--- src/rtl/anf_fl_tex_etc2_block_fetch_if.sv ---
// Bundle of handshake buses for the ETC2 block fetch front end.
// It carries the texel request port, the memory burst request/response port
// and the decoder output port. The "slave" modport is the block fetch unit.
// The "master" modport is whatever drives requests and models memory and the decoder.
interface anf_fl_tex_etc2_block_fetch_if #(
  parameter int ADDR_W = 32
);
  logic              req_valid;
  logic              req_ready;
  logic [11:0]       req_u;
  logic [11:0]       req_v;

  logic              mem_req_valid;
  logic              mem_req_ready;
  logic [ADDR_W-1:0] mem_req_addr;
  logic              mem_rsp_valid;
  logic [31:0]       mem_rsp_data;

  logic              out_valid;
  logic              out_ready;
  logic [127:0]      out_data;
  logic [1:0]        out_uTexel;
  logic [1:0]        out_vTexel;

  modport master (
    output req_valid, req_u, req_v,
    input  req_ready,
    input  mem_req_valid, mem_req_addr,
    output mem_req_ready, mem_rsp_valid, mem_rsp_data,
    input  out_valid, out_data, out_uTexel, out_vTexel,
    output out_ready
  );

  modport slave (
    input  req_valid, req_u, req_v,
    output req_ready,
    output mem_req_valid, mem_req_addr,
    input  mem_req_ready, mem_rsp_valid, mem_rsp_data,
    output out_valid, out_data, out_uTexel, out_vTexel,
    input  out_ready
  );
endinterface

--- src/rtl/anf_fl_tex_etc2_block_fetch.sv ---
// ETC2 block fetch front end.
// It maps a texel coordinate to the address of its 128-bit compressed block
// and serves the block from a 2-entry buffer. A miss fetches the block as
// one 4-beat 32-bit burst. The block and the in-block texel offset then go
// to the decoder over a valid/ready output.
module anf_fl_tex_etc2_block_fetch #(
  parameter int ADDR_W = 32
) (
  input  logic                         clk,
  input  logic                         rst,
  input  logic [ADDR_W-1:0]            texBase,
  input  logic [9:0]                   texPitchBlocks,
  input  logic                         inv,
  anf_fl_tex_etc2_block_fetch_if.slave bus
);

  localparam int TAG_W = ADDR_W - 4;

  localparam logic [1:0] IDLE = 2'd0;
  localparam logic [1:0] REQ  = 2'd1;
  localparam logic [1:0] FILL = 2'd2;
  localparam logic [1:0] OUT  = 2'd3;

  logic [1:0]        state;
  logic [1:0]        entryValid;
  logic [TAG_W-1:0]  entryTag [2];
  logic [127:0]      entryData [2];
  logic              lru;
  logic              victim;
  logic [1:0]        beatCnt;
  logic              invSeen;
  logic [ADDR_W-1:0] missAddr;
  logic [1:0]        missU;
  logic [1:0]        missV;
  logic [127:0]      outData;
  logic [1:0]        outU;
  logic [1:0]        outV;

  logic [19:0]       rowProduct;
  logic [20:0]       blockIndex;
  logic [ADDR_W-1:0] baseAligned;
  logic [ADDR_W-1:0] reqAddr;
  logic [TAG_W-1:0]  reqTag;
  logic [1:0]        hitVec;
  logic              reqHit;
  logic              hitIdx;
  logic              allocIdx;
  logic              reqReady;
  logic              acceptReq;
  logic              missStart;
  logic              beatFire;
  logic              fillDone;

  // Block address and tag lookup for the request currently on the port.
  // OUT also accepts requests while the decoder drains, so this lookup is
  // live in both IDLE and OUT.
  always_comb begin
    rowProduct  = 20'(bus.req_v[11:2]) * 20'(texPitchBlocks);
    blockIndex  = 21'(rowProduct) + 21'(bus.req_u[11:2]);
    baseAligned = texBase & ~ADDR_W'(15);
    reqAddr     = baseAligned + ADDR_W'({blockIndex, 4'b0000});
    reqTag      = reqAddr[ADDR_W-1:4];
    hitVec[0]   = entryValid[0] && (entryTag[0] == reqTag);
    hitVec[1]   = entryValid[1] && (entryTag[1] == reqTag);
    reqHit      = |hitVec;
    hitIdx      = hitVec[1];
    if (!entryValid[0]) begin
      allocIdx = 1'b0;
    end else if (!entryValid[1]) begin
      allocIdx = 1'b1;
    end else begin
      allocIdx = lru;
    end
    reqReady  = (state == IDLE) || ((state == OUT) && bus.out_ready);
    acceptReq = bus.req_valid && reqReady;
    missStart = acceptReq && !reqHit;
    beatFire  = (state == FILL) && bus.mem_rsp_valid;
    fillDone  = beatFire && (beatCnt == 2'd3);
  end

  assign bus.req_ready     = reqReady;
  assign bus.mem_req_valid = (state == REQ);
  assign bus.mem_req_addr  = missAddr;
  assign bus.out_valid     = (state == OUT);
  assign bus.out_data      = outData;
  assign bus.out_uTexel    = outU;
  assign bus.out_vTexel    = outV;

  // Main controller: lookup/accept, single outstanding burst, beat counting, and the output register.
  always_ff @(posedge clk or posedge rst) begin
    if (rst) begin
      state    <= IDLE;
      lru      <= 1'b0;
      victim   <= 1'b0;
      beatCnt  <= 2'd0;
      invSeen  <= 1'b0;
      missAddr <= '0;
      missU    <= 2'd0;
      missV    <= 2'd0;
      outData  <= '0;
      outU     <= 2'd0;
      outV     <= 2'd0;
      for (int i = 0; i < 2; i++) begin
        entryTag[i] <= '0;
      end
    end else begin
      case (state)
        IDLE, OUT: begin
          if (acceptReq) begin
            if (reqHit) begin
              outData <= entryData[hitIdx];
              outU    <= bus.req_u[1:0];
              outV    <= bus.req_v[1:0];
              lru     <= ~hitIdx;
              state   <= OUT;
            end else begin
              missAddr <= reqAddr;
              missU    <= bus.req_u[1:0];
              missV    <= bus.req_v[1:0];
              victim   <= allocIdx;
              invSeen  <= inv;
              state    <= REQ;
            end
          end else if ((state == OUT) && bus.out_ready) begin
            state <= IDLE;
          end
        end
        REQ: begin
          invSeen <= invSeen | inv;
          if (bus.mem_req_ready) begin
            beatCnt <= 2'd0;
            state   <= FILL;
          end
        end
        FILL: begin
          invSeen <= invSeen | inv;
          if (bus.mem_rsp_valid) begin
            beatCnt <= beatCnt + 2'd1;
            if (beatCnt == 2'd3) begin
              entryTag[victim] <= missAddr[ADDR_W-1:4];
              outData          <= {entryData[victim][127:32], bus.mem_rsp_data};
              outU             <= missU;
              outV             <= missV;
              lru              <= ~victim;
              state            <= OUT;
            end
          end
        end
        default: state <= IDLE;
      endcase
    end
  end

  // Valid bits: drop the victim when its refill starts, set it when the last beat lands, and clear everything on inv.
  always_ff @(posedge clk or posedge rst) begin
    if (rst) begin
      entryValid <= 2'b00;
    end else begin
      if (missStart) begin
        entryValid[allocIdx] <= 1'b0;
      end
      if (fillDone && !invSeen) begin
        entryValid[victim] <= 1'b1;
      end
      if (inv) begin
        entryValid <= 2'b00;
      end
    end
  end

  // Block storage: the first beat goes to the top word, so the burst lands in big-word order without byte swapping.
  always_ff @(posedge clk) begin
    if (beatFire) begin
      case (beatCnt)
        2'd0:    entryData[victim][127:96] <= bus.mem_rsp_data;
        2'd1:    entryData[victim][95:64]  <= bus.mem_rsp_data;
        2'd2:    entryData[victim][63:32]  <= bus.mem_rsp_data;
        default: entryData[victim][31:0]   <= bus.mem_rsp_data;
      endcase
    end
  end

endmodule
--- src/flat_wrapper.sv ---
// flat-port wrapper written by rule: the top's interface ports become plain ports
module anf_fl_tex_etc2_block_fetch_flat 
#(
  parameter int ADDR_W = 32
)
  (clk, rst, texBase, texPitchBlocks, inv, bus_req_valid, bus_req_u, bus_req_v, bus_req_ready, bus_mem_req_valid, bus_mem_req_addr, bus_mem_req_ready, bus_mem_rsp_valid, bus_mem_rsp_data, bus_out_valid, bus_out_data, bus_out_uTexel, bus_out_vTexel, bus_out_ready);
  anf_fl_tex_etc2_block_fetch_if #(.ADDR_W(ADDR_W)) bus_i ();
  input  logic clk;
  input  logic rst;
  input  logic [ADDR_W-1:0] texBase;
  input  logic [9:0] texPitchBlocks;
  input  logic inv;
  input wire logic [$bits(bus_i.req_valid)-1:0] bus_req_valid;
  input wire logic [$bits(bus_i.req_u)-1:0] bus_req_u;
  input wire logic [$bits(bus_i.req_v)-1:0] bus_req_v;
  output wire logic [$bits(bus_i.req_ready)-1:0] bus_req_ready;
  output wire logic [$bits(bus_i.mem_req_valid)-1:0] bus_mem_req_valid;
  output wire logic [$bits(bus_i.mem_req_addr)-1:0] bus_mem_req_addr;
  input wire logic [$bits(bus_i.mem_req_ready)-1:0] bus_mem_req_ready;
  input wire logic [$bits(bus_i.mem_rsp_valid)-1:0] bus_mem_rsp_valid;
  input wire logic [$bits(bus_i.mem_rsp_data)-1:0] bus_mem_rsp_data;
  output wire logic [$bits(bus_i.out_valid)-1:0] bus_out_valid;
  output wire logic [$bits(bus_i.out_data)-1:0] bus_out_data;
  output wire logic [$bits(bus_i.out_uTexel)-1:0] bus_out_uTexel;
  output wire logic [$bits(bus_i.out_vTexel)-1:0] bus_out_vTexel;
  input wire logic [$bits(bus_i.out_ready)-1:0] bus_out_ready;
  assign bus_i.req_valid = bus_req_valid;
  assign bus_i.req_u = bus_req_u;
  assign bus_i.req_v = bus_req_v;
  assign bus_req_ready = bus_i.req_ready;
  assign bus_mem_req_valid = bus_i.mem_req_valid;
  assign bus_mem_req_addr = bus_i.mem_req_addr;
  assign bus_i.mem_req_ready = bus_mem_req_ready;
  assign bus_i.mem_rsp_valid = bus_mem_rsp_valid;
  assign bus_i.mem_rsp_data = bus_mem_rsp_data;
  assign bus_out_valid = bus_i.out_valid;
  assign bus_out_data = bus_i.out_data;
  assign bus_out_uTexel = bus_i.out_uTexel;
  assign bus_out_vTexel = bus_i.out_vTexel;
  assign bus_i.out_ready = bus_out_ready;
  anf_fl_tex_etc2_block_fetch #(.ADDR_W(ADDR_W)) u_core (.clk(clk), .rst(rst), .texBase(texBase), .texPitchBlocks(texPitchBlocks), .inv(inv), .bus(bus_i));
endmodule
--- config.mk ---
export PLATFORM = sky130hd
export DESIGN_NAME = anf_fl_tex_etc2_block_fetch_flat
export DESIGN_NICKNAME = d
export VERILOG_FILES = /design/src/rtl/anf_fl_tex_etc2_block_fetch_if.sv /design/src/rtl/anf_fl_tex_etc2_block_fetch.sv /design/src/flat_wrapper.sv
export SDC_FILE = /design/constraint.sdc
export NUM_CORES = 1
export LEC_CHECK = 0
export ABC_AREA = 1
export CORE_MARGIN = 2
export CORE_UTILIZATION = 53
export DETAILED_ROUTE_END_ITERATION = 10
export PLACE_DENSITY = 0.78
export SETUP_SLACK_MARGIN = 0.05
export SLEW_MARGIN = 0
export SYNTH_ARGS = -nofsm -noshare
export SYNTH_HDL_FRONTEND = slang
export SYNTH_SLANG_ARGS = --single-unit
--- constraint.sdc ---
create_clock -name clk -period 8.77 [get_ports clk]
set_input_delay 2.631 -clock clk [delete_from_list [all_inputs] [get_ports clk]]
set_output_delay 2.631 -clock clk [all_outputs]
set_load 0.005 [all_outputs]
=== Word-level counts from Yosys, hierarchy flattened ===
Memories as Yosys holds them, arrays and structs flattened.
Cells that the tools add are included.

* RAM bits: 256
* Bits in registers: 233
* Word-level logic and storage cells: 133
* Output and inout bits: 167
* Memories kept: 1
* Bits of input ports: 105

* Multipliers: 1
* Equal/unequal tests: 15
* Bitwise gates (word level): 8
* Muxes and demuxes: 57
* $add $sub $neg: 3
* Reductions and logical operators: 28
* Magnitude comparators: 6

{| class="wikitable"
|+ Memories
! memory !! depth !! width !! rd ports !! clocked after Yosys merged registers in !! wr ports !! line !! RTL
|-
| u_core.entryData || 2 || 128 || 2 || 0 || 1 || anf_fl_tex_etc2_block_fetch.sv:27 || <nowiki>logic [127:0] entryData [2];</nowiki>
|}

{| class="wikitable"
|+ Operator list
! operator !! number
|-
| $mux W128 || 4
|-
| $pmux W128 S2 || 1
|-
| $bwmux W56 || 1
|-
| $eq A28 B28 Y1 || 2
|-
| $mux W2 || 19
|-
| $add A32 B25 Y32 || 1
|-
| $demux W28 S1 || 1
|-
| $mux W28 || 1
|-
| $mux W1 || 22
|-
| $add A20 B10 Y21 || 1
|-
| $mul A10 B10 Y20 || 1
|-
| $pmux W2 S2 || 3
|-
| $logic_and A1 B1 Y1 || 11
|-
| $reduce_and A3 Y1 || 3
|-
| $eq A2 B2 Y1 const B || 4
|-
| $ne A2 B1 Y1 const B || 3
|-
| $ne A2 B2 Y1 const B || 3
|-
| $pmux W2 S3 || 1
|-
| $reduce_or A2 Y1 || 3
|-
| $reduce_and A5 Y1 || 1
|-
| $eq A2 B1 Y1 const B || 2
|-
| $logic_not A2 Y1 || 2
|-
| $lt A1 B2 Y1 const B || 2
|-
| $pmux W1 S2 || 2
|-
| 18 further kinds || 24
|}

=== Depth between registers and ports, before layout ===
* Word-level depth: 12
* Gate-level depth with buffers: 48
* Mapped depth without buffers: 45

=== Worst setup path before layout ===
Ideal clock, no wire load.

* Path type: input to register
* Start point: input texPitchBlocks[1]
* End point: register u_core.outU[0] (netlist: u_core.bus.out_uTexel[0])
* Buffers on the path: 3
* Data arrival time: 9560 ps
* Required time: 8653 ps
* Path slack: -907 ps
* Stages: 42
* Cell sequence: clkbuf_1 -> nand2_1 -> fa_1 -> inv_1 -> fa_1 -> inv_1 -> fa_1 -> inv_1 -> fa_1 -> inv_1 -> fa_1 -> inv_1 -> ha_1 -> nand2_1 -> nor3_1 -> a21oi_1 -> o21ai_0 -> a21oi_1 -> (+6 left out) -> a21oi_1 -> nand2_1 -> a21oi_1 -> nand3_1 -> nand2_1 -> nand3_1 -> nand2_1 -> nand2_1 -> nor2_1 -> nand2_1 -> nor2_4 -> nand2_4 -> nand3_2 -> nand2_2 -> buf_2 -> buf_2 -> nand2_1 -> nand2_1

* Word-level cells in the longest chain between the ends: 8

{| class="wikitable"
|+ RTL lines
! item !! line !! RTL
|-
| start, declared || flat_wrapper.sv:11 || <nowiki>input logic [9:0] texPitchBlocks;</nowiki>
|-
| $mul A10 B10 Y20 * || anf_fl_tex_etc2_block_fetch.sv:58 || <nowiki>rowProduct = 20'(bus.req_v[11:2]) * 20'(texPitchBlocks);</nowiki>
|-
| $add A20 B10 Y21 * || anf_fl_tex_etc2_block_fetch.sv:59 || <nowiki>blockIndex = 21'(rowProduct) + 21'(bus.req_u[11:2]);</nowiki>
|-
| $add A32 B25 Y32 * || anf_fl_tex_etc2_block_fetch.sv:61 || <nowiki>reqAddr = baseAligned + ADDR_W'({blockIndex, 4'b0000});</nowiki>
|-
| $eq A28 B28 Y1 (on tied branches) || anf_fl_tex_etc2_block_fetch.sv:64, anf_fl_tex_etc2_block_fetch.sv:63 ||
|-
| $logic_and A1 B1 Y1 (on tied branches) || anf_fl_tex_etc2_block_fetch.sv:64, anf_fl_tex_etc2_block_fetch.sv:63 ||
|-
| $reduce_or A2 Y1 * || anf_fl_tex_etc2_block_fetch.sv:65 || <nowiki>reqHit = |hitVec;</nowiki>
|-
| $ne A2 B1 Y1 (no source line) * || -- ||
|-
| $reduce_and A5 Y1 (no source line) * || -- ||
|-
| end signal, assigned || anf_fl_tex_etc2_block_fetch.sv:112 || <nowiki>outU <= bus.req_u[1:0];</nowiki>
|-
| end signal, assigned || anf_fl_tex_etc2_block_fetch.sv:142 || <nowiki>outU <= missU;</nowiki>
|-
| end, declared || anf_fl_tex_etc2_block_fetch.sv:36 || <nowiki>logic [1:0] outU;</nowiki>
|}

Every way passes the cells marked *; elsewhere a longest branch is shown, timed or not.
A chain may end at the register's enable or synchronous reset.

=== Worst setup path after layout ===
* Start point: input bus_req_v[5]
* End point: register u_core.outData[72] (netlist: u_core.bus.out_data[72])

* Word-level cells in the longest chain between the ends: 9

{| class="wikitable"
|+ RTL lines
! item !! line !! RTL
|-
| start, declared || flat_wrapper.sv:15 || <nowiki>input wire logic [$bits(bus_i.req_v)-1:0] bus_req_v;</nowiki>
|-
| $mul A10 B10 Y20 * || anf_fl_tex_etc2_block_fetch.sv:58 ||
|-
| $add A20 B10 Y21 * || anf_fl_tex_etc2_block_fetch.sv:59 ||
|-
| $add A32 B25 Y32 * || anf_fl_tex_etc2_block_fetch.sv:61 ||
|-
| $eq A28 B28 Y1 || anf_fl_tex_etc2_block_fetch.sv:64 || <nowiki>hitVec[1] = entryValid[1] && (entryTag[1] == reqTag);</nowiki>
|-
| $logic_and A1 B1 Y1 || anf_fl_tex_etc2_block_fetch.sv:64 ||
|-
| $mem_v2 Z2 W128 || -- ||
|-
| $mux W128 || anf_fl_tex_etc2_block_fetch.sv:110 || <nowiki>if (reqHit) begin</nowiki>
|-
| $mux W128 || anf_fl_tex_etc2_block_fetch.sv:109 || <nowiki>if (acceptReq) begin</nowiki>
|-
| $pmux W128 S2 || anf_fl_tex_etc2_block_fetch.sv:107 || <nowiki>case (state)</nowiki>
|-
| end signal, assigned || anf_fl_tex_etc2_block_fetch.sv:111 || <nowiki>outData <= entryData[hitIdx];</nowiki>
|-
| end signal, assigned || anf_fl_tex_etc2_block_fetch.sv:141 || <nowiki>outData <= {entryData[victim][127:32], bus.mem_rsp_data};</nowiki>
|-
| end, declared || anf_fl_tex_etc2_block_fetch.sv:35 || <nowiki>logic [127:0] outData;</nowiki>
|}

Every way passes the cells marked *; elsewhere a longest branch is shown, timed or not. The select of a mux whose other input is x is not followed.

==> results_dict.tcl <==
set metrics [dict create \
    gp_congestion 0.9319 \
    cp_top_family "adder cells" \
    yosysWarnings 0 \
    critPathKind "in -> reg" \
    layout_min_cycle_time_ns 9.404 \
    totalWireLength_um 88640 \
    fin_worst_skew_ns 0.04757 \
    grt-ovfl-total 0 \
    remaining_drc_errors 0 \
    maxCapViolCount 0 \
    total_power_mw 16.98 \
    p_leak_nw 17.68 \
    routed-via-count 24780 \
    cts_tree "yes" \
    final_common_cell "nand2_1" \
    clock-root-buffer "clkbuf_16" \
    initial_core_util_pct 53.42 \
    post-route-period-util_pct 107.2 \
    crit_slowest_cell "fa_1" \
    slew_headroom_pct 18.04 \
    grt_pass1_vias 23220 \
    ys_seq_elements 485 \
    die_area_sq_mm 0.05333 \
    grt_pass1_wl_um 123200 \
    peakVddDrop_v 0.0004561 \
    drive_above_1_share_pct 19.89 \
    timing.fmax_mhz 106.3 \
    clk_path_buf_depth 3 \
    syn_area_sq_mm 0.02729 \
    critPathBufInv 11 \
    grt_max_degree 127 \
    crit_fanout 12 \
    worstMarginPinSlew_ns 1.229 \
    clock_latency_ns 0.64 \
    ant_nets 0 \
    cp.depth 47 \
    syn_to_final_growth_pct 35.47 \
    synth-edff-count 256 \
    n_fill_cell 3430 \
    final_nets 3909 \
    cts_made_buffers 50 \
    status "finished with violations" \
    fp.dieH_um 230.9 \
    rows 83 \
    synthFlopType "edfxtp_1" \
    cts_hold_buffers 0 \
    dr.pass1.iters 6 \
    syn_inst 3147 \
    power_density_mw_per_mm2 459.4 \
    cts.sinks 485 \
    hp-class "reg -> reg" \
    grt_util_all_layers_pct 29.44 \
    layout_setup_ws_ns -0.6335 \
    antenna_found_initial 10 \
    rsz0062_at_grt "true" \
    die_w_um 230.9 \
    endpoint_kind "flip-flop" \
    async_flop_share_pct 47.22 \
    failed_checks "negative setup slack" \
    ys_seq_area_share_pct 49.16 \
    yosysUniqueCellTypes 37 \
    vias_per_cell 5.676 \
    cpMostUsedCell "nand2_1" \
    wl_per_cell_um 20.30 \
    hold_viol 0 \
    final_cell_mix "nand2_1, inv_1, edfxtp_1, clkdlybuf4s50_1, buf_4" \
    portBuffers 263 \
    critPathLaunchType "input pin" \
    hpwlAfterDp_um 49100 \
    avgSynthCellArea_sq_um 8.673 \
    cp.arrival_ns 9.96 \
    drv_slew 0 \
    drt_iter0_drc 2834 \
    rr_worst_depth 7 \
    slowest_delay_ns 0.54 \
    core_sq_mm 0.05109 \
    clk_pin_slew_ns 0.06 \
    tns_ns -80.19 \
    ioPinCount 272 \
    crit_required_ns 9.32 \
    finalSetupViolations 170 \
    htreeDepth 2 \
    whs_path_depth 2 \
]
==> sequential cells by signal (all words and copies together) (netlist names) <==
name and flops:
u_core.entryData 256, u_core.bus.out_data 128, u_core.entryTag 56, u_core.bus.mem_req_addr 28, u_core.beatCnt 2, u_core.bus.out_uTexel 2
u_core.bus.out_vTexel 2, u_core.entryValid 2, u_core.missU 2, u_core.missV 2, u_core.state 2, u_core.invSeen 1
u_core.lru 1, u_core.victim 1
==> layout make-up <==
type / instances / area [sq um] / area share (%)
Multi-Input combinational cell: 2133 / 12970 / 35.07
Sequential cell: 485 / 13420 / 36.29
Timing Repair Buffer: 598 / 6585 / 17.81
Tap cell: 680 / 850.8 / 2.301
Clock inverter: 19 / 261.5 / 0.7073
Inverter: 372 / 1424 / 3.851
Antenna cell: 5 / 12.51 / 0.03384
Clock buffer: 74 / 1454 / 3.932
==> final timing paths <==
kind	start	to	slack (ns)
setup / recovery	bus_req_v[5]	u_core.bus.out_data[72]$_DFFE_PP0P_	-0.63
hold / removal	u_core.bus.out_data[46]$_DFFE_PP0P_	u_core.bus.out_data[46]$_DFFE_PP0P_	0.47
setup reg to reg	u_core.state[0]$_DFFE_PP0P_	u_core.entryTag[14]$_DFFE_PP0P_	5.37
hold reg to reg	u_core.bus.out_data[46]$_DFFE_PP0P_	u_core.bus.out_data[46]$_DFFE_PP0P_	0.47
max in group asynchronous	rst	u_core.entryTag[25]$_DFFE_PP0P_	4.89
min in group asynchronous	rst	u_core.bus.out_data[99]$_DFFE_PP0P_	2.62
==> cell families after synthesis <==
logic type,Yosys count,share of synthesized area (%)
simple gates,1502,23.41
compound gates,428,8.811
mux,3,0.1238
fa+ha+maj,164,9.554
other cells,1,0.01374
flops,485,49.16
xor+xnor,32,1.027
buf+inv,532,7.894
==> metrics by stage <==
stage | instances | hold slack, ns | cell area [sq um] | util [%] | worst slack (ns)
CTS | 4306 | 0.4808 | 35180 | 68.85 | -0.3467
global route | 4366 | 0.4867 | 36970 | 72.36 | -0.9146
finish | 4366 | 0.4693 | 36970 | 72.36 | -0.6335
detailed placement | 4165 | 0.4639 | 32250 | 63.12 | -1.723
floorplan | 3150 | 0.4534 | 27590 | - | -0.3383
global placement | 4165 | 0.4628 | 32250 | 63.12 | -1.670
==> repair_timing <==
action	CTS	global route
gates resized for setup	205	331
endpoints found under the setup margin	170	170
pin swaps	49	116
buffers inserted	31	28
cloned	18	33
==> synthesized netlist by cell type (2+ instances only) <==
library cell	instances	share of area (%)
nand3b_1	136	3.7
buf_6	9	0.37
mux2_2	3	0.12
edfxtp_1	256	28
a211oi_1	2	0.055
a22oi_1	96	2.6
dfrtp_1	229	21
a21boi_0	2	0.055
clkbuf_1	84	1.2
or2_2	2	0.046
xor2_1	23	0.74
clkinv_1	4	0.055
a21oi_1	138	2.5
fa_1	74	5.4
inv_2	10	0.14
nor2_1	67	0.92
nand3_1	119	2.2
ha_1	90	4.1
buf_2	48	0.88
o21ai_0	185	3.4
nor3_1	11	0.20
nor2_4	2	0.083
buf_4	8	0.22
nand2_1	1145	16
buf_1	11	0.15
nand2_2	2	0.046
xnor2_1	9	0.29
nand4_1	16	0.37
inv_1	358	4.9
==> routing by layer <==
layer | global-route usage [%] | routed length, um
met1 | 37.94 | 32280
met2 | 49.63 | 42460
met3 | 5.262 | 9103
met4 | 11.19 | 4729
met5 | 0 | 67
==> worst min-delay path, stage by stage, from the launching register on <==
cell and delay (ns):
dfrtp_1 0.34, nand2_1 0.05, nand2_1 0.05
==> report_power, final <==
group | internal [mW] | total (mW) | switching (mW)
Sequential | 2.85 | 3.19 | 0.335
Combinational | 5.32 | 11.6 | 6.26
Clock | 1.28 | 2.22 | 0.939
Total | 9.45 | 17.0 | 7.54
No activity file was read; power rests on OpenSTA's default activity.
